[src/rtl/instruction_fetch.sv]
// Instruction fetch unit: four-state fetch FSM holding one instruction word and its pc.
// Optional fetch watchdog is enabled with `define FETCH_TIMEOUT_EN.
module instruction_fetch #(
    parameter logic [63:0] RESET_PC       = 64'h0,
    parameter int          TIMEOUT_CYCLES = 255
) (
    input  logic        clock,
    input  logic        reset,
    output logic        imem_req,
    output logic [63:0] imem_addr,
    input  logic        imem_ack,
    input  logic [31:0] imem_data,
    input  logic        branch,
    input  logic [63:0] branch_target,
    input  logic        stall,
    output logic [31:0] instruction,
    output logic [6:0]  opcode,
    output logic [63:0] pc,
    output logic        valid,
    output logic        fetch_timeout
);

    typedef enum logic [1:0] {IDLE, FETCH, HOLD, FLUSH} state_t;

    state_t      state, state_nxt;
    logic [63:0] pc_r, pc_nxt;
    logic [63:0] tgt_r, tgt_nxt;
    logic [31:0] instr_r, instr_nxt;
    logic        valid_r, valid_nxt;
    logic        req_st;
    logic        to_hit;
    logic        ack_eff;
    logic [63:0] tgt_aligned;

    if (TIMEOUT_CYCLES < 1 || TIMEOUT_CYCLES > 255) begin : g_bad_timeout
        $error("TIMEOUT_CYCLES must fit the 8-bit fetch watchdog");
    end

    assign req_st      = (state == FETCH) || (state == FLUSH);
    assign imem_req    = req_st && !to_hit;
    assign ack_eff     = imem_req && imem_ack;
    assign tgt_aligned = {branch_target[63:2], 2'b00};

`ifdef FETCH_TIMEOUT_EN
    localparam logic [7:0] TO_LIM = 8'(TIMEOUT_CYCLES);
    logic [7:0] wd_cnt;

    // The timeout cycle itself drops the request; the same address is reissued next cycle.
    assign to_hit        = req_st && (wd_cnt == TO_LIM);
    assign fetch_timeout = to_hit;

    always_ff @(posedge clock or posedge reset) begin
        if (reset)
            wd_cnt <= 8'd0;
        else if (!req_st || ack_eff || to_hit || (state_nxt != state))
            wd_cnt <= 8'd0;
        else
            wd_cnt <= wd_cnt + 8'd1;
    end
`else
    assign to_hit        = 1'b0;
    assign fetch_timeout = 1'b0;
`endif

    always_comb begin
        state_nxt = state;
        pc_nxt    = pc_r;
        tgt_nxt   = tgt_r;
        instr_nxt = instr_r;
        valid_nxt = valid_r;
        case (state)
            IDLE: state_nxt = FETCH;
            FETCH: begin
                if (ack_eff) begin
                    if (branch) begin
                        // Redirect wins over the returning word, which is dropped.
                        pc_nxt    = tgt_aligned;
                        valid_nxt = 1'b0;
                    end else begin
                        instr_nxt = imem_data;
                        valid_nxt = 1'b1;
                        state_nxt = HOLD;
                    end
                end else if (branch) begin
                    tgt_nxt   = tgt_aligned;
                    state_nxt = FLUSH;
                end
            end
            FLUSH: begin
                // The in-flight access must complete before the redirect takes effect.
                if (ack_eff) begin
                    pc_nxt    = tgt_r;
                    state_nxt = FETCH;
                end
            end
            HOLD: begin
                if (!stall) begin
                    valid_nxt = 1'b0;
                    pc_nxt    = branch ? tgt_aligned : pc_r + 64'd4;
                    state_nxt = FETCH;
                end
            end
            default: state_nxt = IDLE;
        endcase
    end

    always_ff @(posedge clock or posedge reset) begin
        if (reset) begin
            state   <= IDLE;
            pc_r    <= RESET_PC;
            tgt_r   <= 64'd0;
            instr_r <= 32'd0;
            valid_r <= 1'b0;
        end else begin
            state   <= state_nxt;
            pc_r    <= pc_nxt;
            tgt_r   <= tgt_nxt;
            instr_r <= instr_nxt;
            valid_r <= valid_nxt;
        end
    end

    assign imem_addr   = pc_r;
    assign pc          = pc_r;
    assign instruction = instr_r;
    assign opcode      = instr_r[6:0];
    assign valid       = valid_r;

endmodule

[config.mk]
export PLATFORM = sky130hd
export DESIGN_NAME = instruction_fetch
export DESIGN_NICKNAME = d
export VERILOG_FILES = /design/src/rtl/instruction_fetch.sv
export SDC_FILE = /design/constraint.sdc
export NUM_CORES = 1
export LEC_CHECK = 0
export CAP_MARGIN = 20
export CORE_ASPECT_RATIO = 0.5
export CORE_MARGIN = 2
export CORE_UTILIZATION = 35
export DETAILED_ROUTE_END_ITERATION = 10
export SYNTH_ARGS = -nofsm -noshare
export SYNTH_HDL_FRONTEND = slang
export SYNTH_SLANG_ARGS = --single-unit
[constraint.sdc]
create_clock -name clock -period 9.9 [get_ports clock]
set_input_delay 1.485 -clock clock [delete_from_list [all_inputs] [get_ports clock]]
set_output_delay 1.485 -clock clock [all_outputs]
set_load 0.01 [all_outputs]
==> flow_metrics.py, run 1 <==
metrics = {
    "sta": {
        "rsz0062_at_grt": "no",
        "slew_headroom_pct": 24.85,
        "clock_skew_ns": 0.006584,
        "hold_viol": 0,
        "finalMaxSlewViolations": 0,
        "clock.fmax_ghz": 0.2497,
        "worst_slew_pin_slew_ns": 1.122,
        "fin_tns_setup_ns": 0,
        "min_period_over_period_pct": 40.45,
        "finalCriticalPeriod_ns": 4.005,
        "setup_viol_count_final": 0,
    },
    "logic_synthesis": {
        "synth.area.top_cells": "dfrtp_1, mux2_2, buf_4",
        "synth_fa_ha_area_share_pct": 0.1331,
        "synth_top_area_share_pct": 42.32,
        "synth-simple-area-share_pct": 17.34,
        "synth_common_cells": "dfrtp_1, mux2_2, buf_4, nor2_1, a21oi_1",
        "synth_compound_area_share_pct": 17.82,
        "netlist_instances": 987,
        "synth_edf_count": 0,
        "synth_top_family_by_area": "compound AO/OA/AOI/OAI gates",
        "synth_cell_types": 73,
        "ys_seq_elements": 159,
        "synth_ff_type": "dfrtp_1",
        "yosysMostFrequentCell": "dfrtp_1",
        "synth-warning-count": 0,
        "netlist_area_mm2": 0.009403,
        "synth_xor_area_share_pct": 1.677,
        "yosys.area.top_type": "dfrtp_1",
        "async_flop_share_pct": 100.0,
        "seq_area_frac_synth_pct": 42.32,
        "synth_mux_area_share_pct": 11.34,
        "syn_area_per_cell_um2": 9.527,
    },
    "die": {
        "core_area_mm2": 0.02643,
        "rows": 42,
        "dieArea_mm2": 0.02827,
        "die_height_um": 119.9,
        "die_w_um": 235.8,
        "ios": 271,
        "start_util_pct": 35.57,
    },
    "pwr": {
        "seqPwrFrac_pct": 36.1,
        "ir_drop_uv": 99.00,
        "power.internal_w": 0.002258,
        "comb_power_share_pct": 44.0,
        "power_density_mw_per_mm2": 288.9,
        "power.switching_w": 0.001342,
        "power_leakage_nw": 4.803,
        "swShare_pct": 37.28,
        "power_frac_clock_pct": 19.9,
    },
    "setup_path": {
        "start_kind": "input port",
        "arrival_ns": 4.33,
        "path_class": "input port to register",
        "cp_top_family": "simple AND/OR/NAND/NOR gates",
        "required_ns": 10.23,
        "cp_num_cells": 7,
        "endpoint_kind": "register",
        "cpPeakStageDelay_ns": 0.94,
        "cp_max_fo": 50,
        "path_buf_inv": 2,
        "path_cells": "clkdlybuf4s50_1 > nor3b_2 > nor2b_4 > buf_4 > or3_1 > o21ai_0 > a21oi_1",
        "cp_slowest_cell": "nor3b_2",
        "reg2reg_depth": 5,
    },
    "drt": {
        "wire_per_inst_um": 21.12,
        "drt_iter0_markers": 972,
        "firstDrtPassIters": 6,
        "routed_via_density": 5.755,
        "wl_um": 32130,
        "drc": 0,
        "vias": 8754,
        "antenna_left": 0,
    },
    "place": {
        "place.gp.congestion": 0.8215,
        "place_inst": 1487,
        "portBuffers": 263,
        "dp_hpwl_um": 21510,
    },
    "clocking": {
        "clock-root-buffer": "clkbuf_16",
        "clkTransAtPathRegs_ns": 0.07,
        "cts_resized": 0,
        "cts_tree": "built",
        "h-tree-depth": 4,
        "cts_sinks": 159,
        "cts_inserted_buffers": 17,
        "clock_latency_ns": 0.44,
        "post_cts_buffers": 0,
        "cts_max_path_buffers": 2,
        "cts_hold_buffers": 0,
    },
    "global_routing": {
        "grt_pass1_wl_um": 49330,
        "antenna_found_initial": 2,
        "grt_usage_pct": 22.72,
        "grt_max_degree": 94,
        "grt_overflow": 0,
        "grt_pass1_vias": 8487,
    },
    "hold_path": {
        "whs_path_depth": 1,
        "hp-class": "register to register",
    },
    "run": {
        "timing.max_cap.violations": 0,
    },
    "final_layout": {
        "area_growth_pct": 32.54,
        "num-fill-cells": 2437,
        "drive_above_1_share_pct": 14.14,
        "final_cells": 1521,
        "nets": 1256,
    },
    "status": {
        "status": "complete, no violations",
    },
}
## per-stage QoR
stage / hold slack, ns / instance area [µm²] / utilization, % / total power [W] / setup slack [ns]
3_5_place_dp: 0.4801 / 11840 / 44.77 / 0.002889 / 5.460
4_1_cts: 0.4945 / 12460 / 47.13 / 0.003615 / 5.937
5_1_grt: 0.5215 / 12460 / 47.15 / 0.003801 / 5.776
6_report: 0.4951 / 12460 / 47.15 / 0.003601 / 5.895
3_3_place_gp: 0.4693 / 11840 / 44.77 / 0.002845 / 5.497
2_1_floorplan: 0.4580 / 9418 / - / 0.002144 / 4.123
## power by group through the flow
| stage | clock [W] | combinational, W | sequential, W |
|---|---|---|---|
| after floorplan | 0 | 0.000872 | 0.00127 |
| after global placement | 0 | 0.00156 | 0.00129 |
| after detailed placement | 0 | 0.00158 | 0.00131 |
| after CTS | 0.000729 | 0.00159 | 0.00130 |
| after global routing | 0.000759 | 0.00170 | 0.00135 |
| final | 0.000717 | 0.00158 | 0.00130 |
## layer usage
layer	global-route usage [%]	up-vias	wire length, µm
li1	-	3936	-
met1	30.21	4402	14040
met2	36.56	368	15210
met3	4.877	48	2201
met4	8.519	0	673
met5	0	-	0
## worst reg2reg max path, delay by kind of cell (launching register included)
family / cells / cell delay (ns)
flip-flops: 1 / 0.77
buffers and inverters: 1 / 0.57
AO/OA/AOI/OAI: 1 / 0.21
AND/OR/NAND/NOR: 3 / 1.66
## sequential cells by signal (all words and copies together) (netlist names)
register,cells
valid,1
state,2
tgt_r,62
instruction,32
imem_addr,62
## placed cells by master, fill, tap and decap left out, drive strengths merged, types with 14 or more instances in the layout
cell and count:
o22ai 14, clkbuf 20, nand4 25, inv 22
nor2 75, nand2 60, a221oi 17, nor3 22
dfrtp 159, clkdlybuf4s50 262, nand3 40, o21ai 56
and3 35, buf 15, a31oi 18, mux2 92
a21oi 66
## area by class of cell
| cell class | count | area, µm² | area share [%] |
|---|---|---|---|
| clock buffer | 20 | 456.7 | 3.665 |
| timing repair buffer | 277 | 2733 | 21.93 |
| clock inverter | 12 | 165.2 | 1.325 |
| antenna | 2 | 5.005 | 0.04016 |
| multi-input combinational | 677 | 4594 | 36.87 |
| sequential | 159 | 3980 | 31.94 |
| inverter | 22 | 87.58 | 0.7028 |
| tap | 352 | 440.4 | 3.534 |
## worst paths after layout
path | startpoint | endpoint | slack (ns)
max | stall | imem_addr[9] | 5.90
min | instruction[12] | instruction[12] | 0.50
max reg2reg | state[0] | imem_addr[59] | 6.62
min reg2reg | instruction[12] | instruction[12] | 0.50
max in group asynchronous | reset | state[1] | 6.80
min in group asynchronous | reset | imem_addr[5] | 1.59
## logic make-up after synthesis
group | Yosys count
AOI/OAI and AO/OA | 255
xor gates and xnor gates | 18
adders and majority gates | 1
buffers and inverters | 155
DFF | 159
muxes | 95
other | 1
and+or+nand+nor | 303
No activity file was read; power rests on OpenSTA's default activity.
==> inputs of run 2 (changes only) <==
clock period = 4.1 ns   (was 9.9 ns; I/O delays follow)
==> run 2 against run 1 <==
Effect of this change:
- global-route usage increased by 0.32 points
- highest routed layer unchanged
- first-iteration DRC count decreased by 11%
- cell area increased by 0.47%
- worst hold slack got worse by 0.052 ns
- flip-flop and latch count unchanged
- largest cell class unchanged
- non-clock buffer count increased by 13
- wire length increased by 0.57%
- total power increased by 140%
==> flow_metrics.py, run 2 (synthesis results as in run 1) <==
metrics = {
    "status": {
        "status": "complete, no violations",
    },
    "final_layout": {
        "multi_input_area_mm2": 0.004588,
        "num-fill-cells": 2474,
        "n_antenna_cell": 0,
        "drive_above_1_share_pct": 14.76,
        "final_cells": 1531,
        "nets": 1269,
        "final_common_cell": "clkdlybuf4s50_1",
        "seq_area_mm2": 0.003980,
        "layout_common_cells": "clkdlybuf4s50_1, dfrtp_1, mux2_2, nor2_1, a21oi_1",
        "area_growth_pct": 33.16,
    },
    "global_routing": {
        "grt_pass1_vias": 8665,
        "grt_util_met2_pct": 36.00,
        "use_met1_pct": 30.91,
        "grt_pass1_wl_um": 50100,
        "grt_overflow": 0,
        "antenna_found_initial": 1,
        "grt_max_degree": 59,
        "grt_usage_pct": 23.04,
        "grt.busiest_layer": "met2",
        "met3_usage_pct": 6.717,
    },
    "drt": {
        "firstDrtPassIters": 8,
        "vias": 8741,
        "drt_iter0_markers": 866,
        "drc": 0,
        "routed_via_density": 5.709,
        "antenna_left": 0,
        "wire_per_inst_um": 21.10,
        "wl_um": 32310,
    },
    "pwr": {
        "comb_power_share_pct": 44.9,
        "seqPwrFrac_pct": 36.6,
        "power.switching_w": 0.003227,
        "power.internal_w": 0.005357,
        "ir_drop_uv": 389.5,
        "swShare_pct": 37.59,
        "power_frac_clock_pct": 18.5,
        "power_density_mw_per_mm2": 685.6,
        "power_leakage_nw": 4.853,
    },
    "place": {
        "dp_hpwl_um": 22020,
        "place_inst": 1499,
        "portBuffers": 263,
        "place.gp.congestion": 0.8552,
    },
    "die": {
        "die_height_um": 119.9,
        "die_w_um": 235.8,
        "dieArea_mm2": 0.02827,
        "start_util_pct": 35.57,
        "core_area_mm2": 0.02643,
        "rows": 42,
        "ios": 271,
    },
    "clocking": {
        "cts_inserted_buffers": 17,
        "clkTransAtPathRegs_ns": 0.06,
        "cts_hold_buffers": 0,
        "cts_resized": 0,
        "cts_max_path_buffers": 2,
        "post_cts_buffers": 0,
        "h-tree-depth": 4,
        "cts_tree": "built",
        "cts_sinks": 159,
        "clock-root-buffer": "clkbuf_16",
        "clock_latency_ns": 0.44,
    },
    "setup_path": {
        "cp_top_family": "simple AND/OR/NAND/NOR gates",
        "cp_max_fo": 40,
        "start_kind": "register",
        "path_cells": "o211ai_1 > nor2b_4 > buf_4 > a211oi_1 > a221o_1",
        "path_class": "register to register",
        "arrival_ns": 3.31,
        "cpPeakStageDelay_ns": 0.91,
        "cp_slowest_cell": "nor2b_4",
        "cp-startpoint": "state[1]",
        "endpoint_kind": "register",
        "r2r_start": "state[1]",
        "required_ns": 4.43,
        "path_buf_inv": 1,
    },
    "sta": {
        "setup_viol_count_final": 0,
        "finalCriticalPeriod_ns": 2.978,
        "worst_slew_pin_slew_ns": 1.039,
        "slew_headroom_pct": 30.60,
        "finalHoldWorstSlack_ns": 0.4431,
        "clock_skew_ns": 0.006246,
        "clock.fmax_ghz": 0.3358,
        "fin_tns_setup_ns": 0,
        "hold_viol": 0,
        "rsz0062_at_grt": "no",
        "min_period_over_period_pct": 72.64,
        "finalMaxSlewViolations": 0,
    },
    "run": {
        "timing.max_cap.violations": 0,
    },
    "hold_path": {
        "hp-class": "input port to asynchronous set/reset pin",
    },
}
run 2: through the flow:
step	setup slack [ns]	util (%)	total power [W]	cell area, µm²
CTS	1.149	47.29	0.008624	12500
finish	1.122	47.37	0.008584	12520
floorplan	1.470	-	0.005177	9422
detailed placement	0.8271	45.13	0.007006	11930
global placement	0.8436	45.13	0.006906	11930
global route	0.9652	47.37	0.009085	12520
run 2: final cells by class:
cell class                 count  area share, %
clock buffer                  25          4.117
clock inverter                 6         0.4397
inverter                      22         0.6895
multi-input combinational    677          36.64
sequential                   159          31.79
tap                          352          3.518
timing repair buffer         290          22.80
run 2: power by group through the flow:
stage	Sequential [W]	Clock, W	Combinational [W]
after floorplan	0.00307	0	0.00211
after global placement	0.00311	0	0.00379
after detailed placement	0.00316	0	0.00385
after CTS	0.00313	0.00162	0.00387
after global routing	0.00326	0.00169	0.00413
final	0.00314	0.00159	0.00385
run 2: per-layer routing:
metal	up-vias	routed length, µm
met2	354	15020
li1	3939	-
met5	-	0
met3	48	2788
met1	4400	13950
met4	0	553
run 2: path summary, 6_finish.rpt:
check                                  end  slack [ns]  depth (start not counted)
max                          imem_addr[10]        1.12                          5
min                        instruction[13]        0.44                          2
max reg2reg                  imem_addr[10]        1.12                          5
min reg2reg                instruction[23]        0.48                          1
max in group asynchronous        tgt_r[26]        2.78                          4
min in group clock         instruction[23]        0.48                          1
==> variant, RTL diff (settings of run 2) <==
Add a define of `FETCH_TIMEOUT_EN`.
--- a/src/rtl/instruction_fetch.sv
+++ b/src/rtl/instruction_fetch.sv
@@ -1,5 +1,7 @@
 // Instruction fetch unit: four-state fetch FSM holding one instruction word and its pc.
 // Optional fetch watchdog is enabled with `define FETCH_TIMEOUT_EN.
+`define FETCH_TIMEOUT_EN
+
 module instruction_fetch #(
     parameter logic [63:0] RESET_PC       = 64'h0,
     parameter int          TIMEOUT_CYCLES = 255
Formal check against the unedited RTL: no difference found for any inputs over 4 cycles, from zero or initial values and one cycle with reset high; that may be too few to reach the edited logic, so the function may still have changed.
==> variant against run 2 <==
- worst setup slack worse by 0.088 ns
- power up 8.0%
- non-clock buffer count up 2
- wire length down 1.6%
- synthesized cell count up 1.2%
- sequential cell count up 8
- clock power up 3%
- sequential power up 7.0%
- synthesized area up 2.4%
- final area up 1.5%
==> variant: results <==
worst_setup_path:
  path_max_fanout: 21
  r2r_start: "imem_addr[34]"
  worstSetupStartpoint: "state[0]"
  cp.required_ns: 3.48
grt:
  grt_pass1_vias: 8796
  grt_max_degree: 138
  grt_first_pass_wirelength_um: 49400
  grt_antenna_before_repair: 3
  grt_use_total: 0.220
place:
  gp_congestion: 0.811
  hpwlAfterDp_um: 21800
  port_buffers: 264
logic_synthesis:
  seq_area_frac_synth: 0.434
  synthArstFlopShare: 1.00
  yosysUniqueCellTypes: 69
  synth_top_cells_by_count: "dfrtp_1, mux2_2, nor2_1, buf_4, nand2_1"
  synth_area_leaders: "dfrtp_1, mux2_2, buf_4"
final_layout:
  nets: 1279
drt:
  drtIter0Drc: 704
  wl_um: 31800
  detail_route.first_pass.iterations: 5
  vias: 8629
pwr:
  p_leak_nw: 4.92
  vdd_drop_max_uv: 349
clocking:
  cts_setup_buffers: 0
hold_path:
  min_from: "instruction[26]"
  hold_path.class: "reg2reg"
sta:
  worst_pin_slew_ns: 0.866
  slew_headroom: 0.418
  finClkSkew_ns: 0.00952
status:
  run_status: "finished, final reports clean"
==> variant: cell types whose count changed in the layout (fill, tap and decap cells not counted), sizes merged, moves of 7 or more <==
cell    before  now
a21oi       66   35
and3        35   26
clkbuf      25   18
dfrtp      159  167
nand2       60   70
o21ai       56   64
o221ai       0    7
o22ai       14   22
o31ai       10    1
xor2         5   12
==> variant: power by group <==
part / switching (mW) / internal (mW)
combinational: 1.86 / 2.41
clock: 0.735 / 0.902
sequential: 0.932 / 2.43
total: 3.53 / 5.74
==> variant: final timing paths <==
path                                    to  slack [ns]  cells after the start
max                          fetch_timeout        1.03                      4
max in group asynchronous        tgt_r[57]        2.74                      3
min reg2reg                instruction[26]        0.50                      1
max reg2reg                  imem_addr[56]        1.21                      6
min in group asynchronous  instruction[23]        0.66                      3
min                        instruction[26]        0.50                      1
==> variant: cell type report <==
class	instances	area [sq um]
Fill cell	2452	14000
Multi-Input combinational cell	678	4560
Sequential cell	167	4180
Timing Repair Buffer	292	2860
Tap cell	352	440
Clock buffer	18	429
Clock inverter	14	151
Inverter	20	78.8
Antenna cell	3	7.51
==> variant: kinds of logic after synthesis <==
family                     count (synthesis)  synth area share
and+or+nand+nor                          298             0.157
AOI/OAI and AO/OA                        252             0.175
DFF                                      167             0.434
buffers and inverters                    157            0.0947
muxes                                     98             0.114
xor gates and xnor gates                  24            0.0218
adders and majority gates                  2           0.00260
other                                      1          0.000389
==> variant: critical path, stage by stage (launching register included) <==
cell and delay, ns:
dfrtp_1 0.58, buf_4 0.37, inv_1 0.30, nor2_1 0.20, clkdlybuf4s50_1 0.56
==> variant: through the flow <==
step,instance area (sq um),hold WS [ns],setup WS (ns),cells,util
after floorplan,9650,0.472,1.36,1002,-
after global placement,12100,0.481,1.31,1509,0.453
after detailed placement,12100,0.487,1.29,1509,0.453
after CTS,12700,0.502,1.03,1541,0.475
after global routing,12700,0.519,0.932,1543,0.475
final,12700,0.504,1.03,1544,0.475
==> variant: routing by layer <==
layer  vias to the layer above  track usage  routed length (um)
met5                         -            0                   0
met1                      4328        0.287               14000
met3                        44       0.0414                1760
met2                       270        0.363               15400
li1                       3987            -                   -
met4                         0       0.0902                 626
